## src/rtl/fft_input_reorder.sv

```systemverilog
// Ping-pong input buffer for a radix-2 FFT: streams samples in natural order and
// presents each complete frame in bit-reversed order as a parallel word array.
module fft_input_reorder #(
    parameter int SAMPLES = 4,
    parameter int WIDTH   = 32
) (
    input  logic             clk,
    input  logic             rst_n,
    input  logic             in_valid,
    output logic             in_ready,
    input  logic [WIDTH-1:0] in_data,
    input  logic             in_sof,
    output logic             frame_valid,
    input  logic             frame_ready,
    output logic [WIDTH-1:0] frame_data [SAMPLES-1:0],
    output logic             sof_err
);

    localparam int            AW      = $clog2(SAMPLES);
    localparam logic [AW-1:0] CNT_MAX = AW'(SAMPLES - 1);
    localparam logic [AW-1:0] CNT_ONE = AW'(1);

    function automatic logic [AW-1:0] bitrev(input logic [AW-1:0] a);
        logic [AW-1:0] r;
        r = {AW{1'b0}};
        for (int i = 0; i < AW; i++) begin
            r[i] = a[AW-1-i];
        end
        return r;
    endfunction

    logic [WIDTH-1:0] bank_q [1:0][SAMPLES-1:0];
    logic [WIDTH-1:0] bank_d [1:0][SAMPLES-1:0];
    logic [1:0]       full_q, full_d;
    logic [AW-1:0]    wr_cnt_q, wr_cnt_d;
    logic             wr_bank_q, wr_bank_d;
    logic             rd_bank_q, rd_bank_d;
    logic             sof_err_q, sof_err_d;
    logic             accept_s;
    logic             release_s;
    logic             restart_s;
    logic [AW-1:0]    wr_idx_s;

    // Next-state logic: frame release on the read side, sample capture on the write side.
    always_comb begin
        bank_d    = bank_q;
        full_d    = full_q;
        wr_cnt_d  = wr_cnt_q;
        wr_bank_d = wr_bank_q;
        rd_bank_d = rd_bank_q;
        sof_err_d = 1'b0;

        accept_s  = in_valid && !full_q[wr_bank_q];
        release_s = full_q[rd_bank_q] && frame_ready;
        // A start-of-frame in the middle of a frame restarts the current bank at slot 0.
        restart_s = accept_s && in_sof && (wr_cnt_q != {AW{1'b0}});
        wr_idx_s  = restart_s ? {AW{1'b0}} : bitrev(wr_cnt_q);

        if (release_s) begin
            full_d[rd_bank_q] = 1'b0;
            rd_bank_d         = !rd_bank_q;
        end else begin
            rd_bank_d = rd_bank_q;
        end

        // Write and release always target different banks, so both can land together.
        if (accept_s) begin
            bank_d[wr_bank_q][wr_idx_s] = in_data;
            if (restart_s) begin
                sof_err_d = 1'b1;
                wr_cnt_d  = CNT_ONE;
            end else if (wr_cnt_q == CNT_MAX) begin
                full_d[wr_bank_q] = 1'b1;
                wr_bank_d         = !wr_bank_q;
                wr_cnt_d          = {AW{1'b0}};
            end else begin
                wr_cnt_d = wr_cnt_q + CNT_ONE;
            end
        end else begin
            wr_cnt_d = wr_cnt_q;
        end
    end

    // State registers; reset discards any buffered or pending frame.
    always_ff @(posedge clk or negedge rst_n) begin
        if (!rst_n) begin
            for (int b = 0; b < 2; b++) begin
                for (int i = 0; i < SAMPLES; i++) begin
                    bank_q[b][i] <= {WIDTH{1'b0}};
                end
            end
            full_q    <= 2'b00;
            wr_cnt_q  <= {AW{1'b0}};
            wr_bank_q <= 1'b0;
            rd_bank_q <= 1'b0;
            sof_err_q <= 1'b0;
        end else begin
            bank_q    <= bank_d;
            full_q    <= full_d;
            wr_cnt_q  <= wr_cnt_d;
            wr_bank_q <= wr_bank_d;
            rd_bank_q <= rd_bank_d;
            sof_err_q <= sof_err_d;
        end
    end

    // Outputs select directly from registered state.
    always_comb begin
        in_ready    = !full_q[wr_bank_q];
        frame_valid = full_q[rd_bank_q];
        frame_data  = bank_q[rd_bank_q];
        sof_err     = sof_err_q;
    end

endmodule
```

## config.mk

```make
export PLATFORM = sky130hd
export DESIGN_NAME = fft_input_reorder
export DESIGN_NICKNAME = d
export VERILOG_FILES = /design/src/rtl/fft_input_reorder.sv
export SDC_FILE = /design/constraint.sdc
export NUM_CORES = 1
export LEC_CHECK = 0
export ABC_AREA = 1
export CAP_MARGIN = 20
export CORE_AREA = 10 10 189 191
export DETAILED_ROUTE_END_ITERATION = 12
export DIE_AREA = 0 0 199 201
export GPL_TIMING_DRIVEN = 0
export PLACE_DENSITY = 0.67
export SETUP_SLACK_MARGIN = 0.4
export SLEW_MARGIN = 20
export SYNTH_ARGS = -nofsm -noshare
export SYNTH_HDL_FRONTEND = slang
export SYNTH_SLANG_ARGS = --single-unit
```

## constraint.sdc

```tcl
create_clock -name clk -period 4.35 [get_ports clk]
set_input_delay 0.87 -clock clk [delete_from_list [all_inputs] [get_ports clk]]
set_output_delay 0.87 -clock clk [all_outputs]
set_load 0.05 [all_outputs]
```

# Yosys cells after proc, flatten, opt, wreduce, memory -nomap -nowiden
# Cells that the tools add are included.
# word_totals
reg_bits	263
elab_cells	61
# classes
addsub	1
magnitude_cmp	6
n_eq_ne	1
n_mux	24
bitwise_logic	4
n_reduce_logical	12
# ops
op	count
$mux W128	3
$bwmux W256	1
$demux W128 S1	1
$demux W32 S2	1
$mux W32	1
$mux W2	7
$mux W1	8
$logic_and A1 B1 Y1	7
$lt A1 B2 Y1 const B	2
$logic_not A1 Y1	3
$lt A2 B3 Y1 const B	1
$reduce_and A3 Y1	1
$add A2 B1 Y2 const B	1
$and A2 B2 Y2	1
$demux W1 S1	2
$eq A2 B2 Y1 const B	1
$ge A1 B1 Y1 const B	2
$ge A2 B1 Y1 const B	1
$not A2 Y2	1
$or A2 B2 Y2	1
$reduce_bool A2 Y1	1
$not A1 Y1	1

# Longest topological paths before layout
# depth
word_depth	14
mapped_depth	12

# Least setup slack after synthesis
# Ideal clock, no wire load.
# synth_timing
kind	register to output
from	register rd_bank_q
to	output frame_valid
arrival_ns	1.632
path_slack_ns	1.848
stages_incl_launch_ff	3
n_path_buf	1
path_cell_list	dfrtp_1 clkbuf_1 o21ai_0
# synth_between
elab_chain_cells	2
# synth_rtl
element	line_no	text
from (decl)	37	logic rd_bank_q, rd_bank_d;
from (signal assigned)	102	rd_bank_q <= rd_bank_d;
$mux W1 (implied by the code) (2 in a row)	110	frame_valid = full_q[rd_bank_q];
to (decl)	13	output logic frame_valid,
# Every way passes these cells. The select of a mux whose other input is x is not followed.

==> flow_metrics.env <==
export IMPL_netlist_top_cells_count="nand2_1, dfrtp_1, nand4_1, buf_2, nand3_1"
export IMPL_cp_max_fo=10
export IMPL_synth_yosys_warnings=0
export IMPL_drcViolationCount=0
export IMPL_timing_final_ws_setup_ns=0.5041
export IMPL_crit_type="reg -> out"
export IMPL_synth_adder_area_share=0.001992
export IMPL_post_drt_wl_per_cell_um=20.21
export IMPL_slew_violations=0
export IMPL_numCtsBuffers=29
export IMPL_totalWireLength_mm=45.01
export IMPL_rsz0062_at_grt="no"
export IMPL_synth_top_family_by_area="simple AND/OR/NAND/NOR gates"
export IMPL_hp_class="in -> async"
export IMPL_clkSlewWorstSetupHoldPaths_ns=0.06
export IMPL_root_buffer="clkbuf_16"
export IMPL_ir_drop_uv=489.9
export IMPL_fin_crit_sh=0.8841
export IMPL_hold_viol=0
export IMPL_required_ns=3.48
export IMPL_p_seq_frac=0.267
export IMPL_slowest_stage="clkdlybuf4s50_1"
export IMPL_synth_most_common_cell="nand2_1"
export IMPL_internal_power_uw=7449
export IMPL_synth_top_area_cell="dfrtp_1"
export IMPL_finalNetCount=1837
export IMPL_finalSetupViolations=0
export IMPL_critPathBufInv=5
export IMPL_grt_pass1_wl_mm=69.96
export IMPL_status="finished clean"
export IMPL_switching_share=0.5125
export IMPL_die_h_um=201
export IMPL_cp_cell_sequence="clkbuf_1 -> inv_1 -> clkbuf_2 -> clkbuf_2 -> nand2_1 -> nand2_1 -> clkdlybuf4s50_1"
export IMPL_place_congestion=0.9193
export IMPL_postRouteAntennaNets=0
export IMPL_wl_met2_mm=20.48
export IMPL_ys_seq_area_frac=0.5240
export IMPL_total_power_uw=15280
export IMPL_cts_num_sinks=263
export IMPL_cap_violations=0
export IMPL_critical_path_top_delay_family="buffers and inverters"
export IMPL_holdWs_ns=0.2228
export IMPL_syn_to_final_growth_pct=23.41
export IMPL_relSlewSlack=0.4918
export IMPL_async_reset_ff_frac=1.000
export IMPL_cts_tree="done"
export IMPL_antenna_found_initial=0
export IMPL_synthMuxAreaShare=0
export IMPL_cp_slowest_stage_delay_ns=0.83
export IMPL_fin_worst_skew_ns=0.02370
export IMPL_grt_pass1_vias=11760
export IMPL_synth_edf_count=0
export IMPL_ys_types=21
export IMPL_diodes=0
export IMPL_cts_resized=8
export IMPL_route_vias_total=12180
export IMPL_switchingPower_uw=7830
export IMPL_dr_pass1_iters=7
export IMPL_port_buffers=135
export IMPL_highest_layer="met4"
export IMPL_coreArea_um2=32040
export IMPL_syn_avg_cell_area_um2=7.710
export IMPL_cp_arrival_ns=2.98
export IMPL_post_dp_hpwl_mm=31.59
export IMPL_synthSimpleGateAreaFrac=0.4032
export IMPL_startpoint_type="flop"
export IMPL_cp_end_kind="primary output"
export IMPL_fin_tns_setup_ns=0
export IMPL_dr_wl_met3_mm=4.236
export IMPL_place_ws_ns=0.6038
export IMPL_synth_area_leaders="dfrtp_1, nand2_1, nand4_1, buf_2, nand3_1"
export IMPL_gr_total_overflow=0
export IMPL_worst_pin_slew_ns=0.7623
export IMPL_power_leakage_uw=0.008324
export IMPL_postCtsHoldBufs=0
export IMPL_synth_xor_area_frac=0.0006974
export IMPL_grt_start_max_net_pins=92
export IMPL_htree_num_levels=1
export IMPL_period_minus_slack_ns=3.846
export IMPL_pwr_share_comb=0.571
export IMPL_worstSkewPairLatency_ns=0.56
export IMPL_fp_dieW_um=199
export IMPL_post_cts_buffers=0
export IMPL_syn_inst=1629
export IMPL_drtIter0Drc=1438
export IMPL_vias_per_cell=5.470
export IMPL_io_pins=168
export IMPL_grt_usage=0.2214
export IMPL_ys_ff_latch=263
export IMPL_initial_core_util=0.3920
export IMPL_synth_area_um2=12560
export IMPL_powerDensity_nw_per_um2=985.8
export IMPL_drive_gt1_frac=0.1105
export IMPL_clk_path_buf_depth=3
export IMPL_clockPowerShare=0.161
export IMPL_rows=66
export IMPL_routedLengthMet1_mm=18.78
export IMPL_synth_compound_area_share=0.003686
export IMPL_dieArea_um2=40000
export IMPL_fmax_ghz=0.2600
export IMPL_ys_flop_type="dfrtp_1"
export IMPL_synthDominantCellAreaShare=0.5240
export IMPL_syn_nets=1668
[metrics by stage]
stage	instance area, um2	instances	util
2_1_floorplan	12560	1629	-
3_3_place_gp	14420	2172	0.4501
3_5_place_dp	14510	2175	0.4528
4_1_cts	15470	2227	0.4829
5_1_grt	15500	2227	0.4838
6_report	15500	2227	0.4838
[state kept, by name (all words and copies together) (netlist names)]
register,count
bank_q,256
full_q,2
rd_bank_q,1
sof_err,1
wr_bank_q,1
wr_cnt_q,2
[area by class of cell]
cell class,instances,area [um2]
Buffer,162,822.0
Inverter,11,41.29
Fill cell,3121,16540
Timing Repair Buffer,138,1449
Clock buffer,43,878.3
Clock inverter,9,73.82
Multi-Input combinational cell,1193,5144
Sequential cell,263,6581
Tap cell,408,510.5
[power by group through the flow]
stage	Sequential, uW	Clock (uW)	Combinational [uW]
6_report	4090	2460	8730
5_1_grt	4210	2590	9320
4_1_cts	4070	2480	8710
3_5_place_dp	4090	0	8660
3_3_place_gp	4080	0	8560
2_1_floorplan	3970	0	5730
[kinds of logic (layout without fill, tap and decap cells)]
| kind of cell | after synthesis | count (layout) |
|---|---|---|
| buffers and inverters | 173 | 363 |
| flip-flops | 263 | 263 |
| AND/OR/NAND/NOR | 1182 | 1182 |
| adder cells (fa/ha/maj) | 2 | 2 |
| XOR/XNOR | 1 | 1 |
| AO/OA/AOI/OAI | 8 | 8 |
[worst paths after layout]
kind | startpoint | end | slack (ns) | depth (start not counted)
min reg2reg | bank_q[152]$_DFFE_PN0P_ | bank_q[152]$_DFFE_PN0P_ | 0.47 | 2
max in group asynchronous | rst_n | bank_q[182]$_DFFE_PN0P_ | 3.12 | 3
min | rst_n | bank_q[134]$_DFFE_PN0P_ | 0.22 | 1
min in group clk | bank_q[152]$_DFFE_PN0P_ | bank_q[152]$_DFFE_PN0P_ | 0.47 | 2
max reg2reg | wr_cnt_q[0]$_DFFE_PN0P_ | bank_q[37]$_DFFE_PN0P_ | 1.69 | 12
max | rd_bank_q$_DFFE_PN0N_ | frame_data[122] | 0.50 | 7
[layer usage]
layer,track usage,vias up
li1,-,5597
met1,0.3063,5893
met2,0.3371,607
met3,0.04208,85
met4,0.07959,0
met5,0,-
[cells in the final DEF, fill, tap and decap left out]
cell and count:
nor2_4 2, nand4_1 198, o21ai_0 6, nand3_4 1
xor2_1 1, buf_1 14, nand2_2 3, nor2_2 3
inv_6 1, clkbuf_2 23, inv_1 9, buf_2 106
clkbuf_16 29, o21a_1 1, nand3_1 65, ha_1 2
nor2_1 2, buf_6 7, nand2_1 907, buf_8 1
clkbuf_8 10, buf_16 3, clkdlybuf4s50_1 130, dfrtp_1 263
o21ai_2 1, clkbuf_1 16, clkinv_2 7, nand3_2 1
bufinv_16 1, inv_2 2, dlymetal6s2s_1 4
Note: power is estimated with default switching activity, not from simulation.
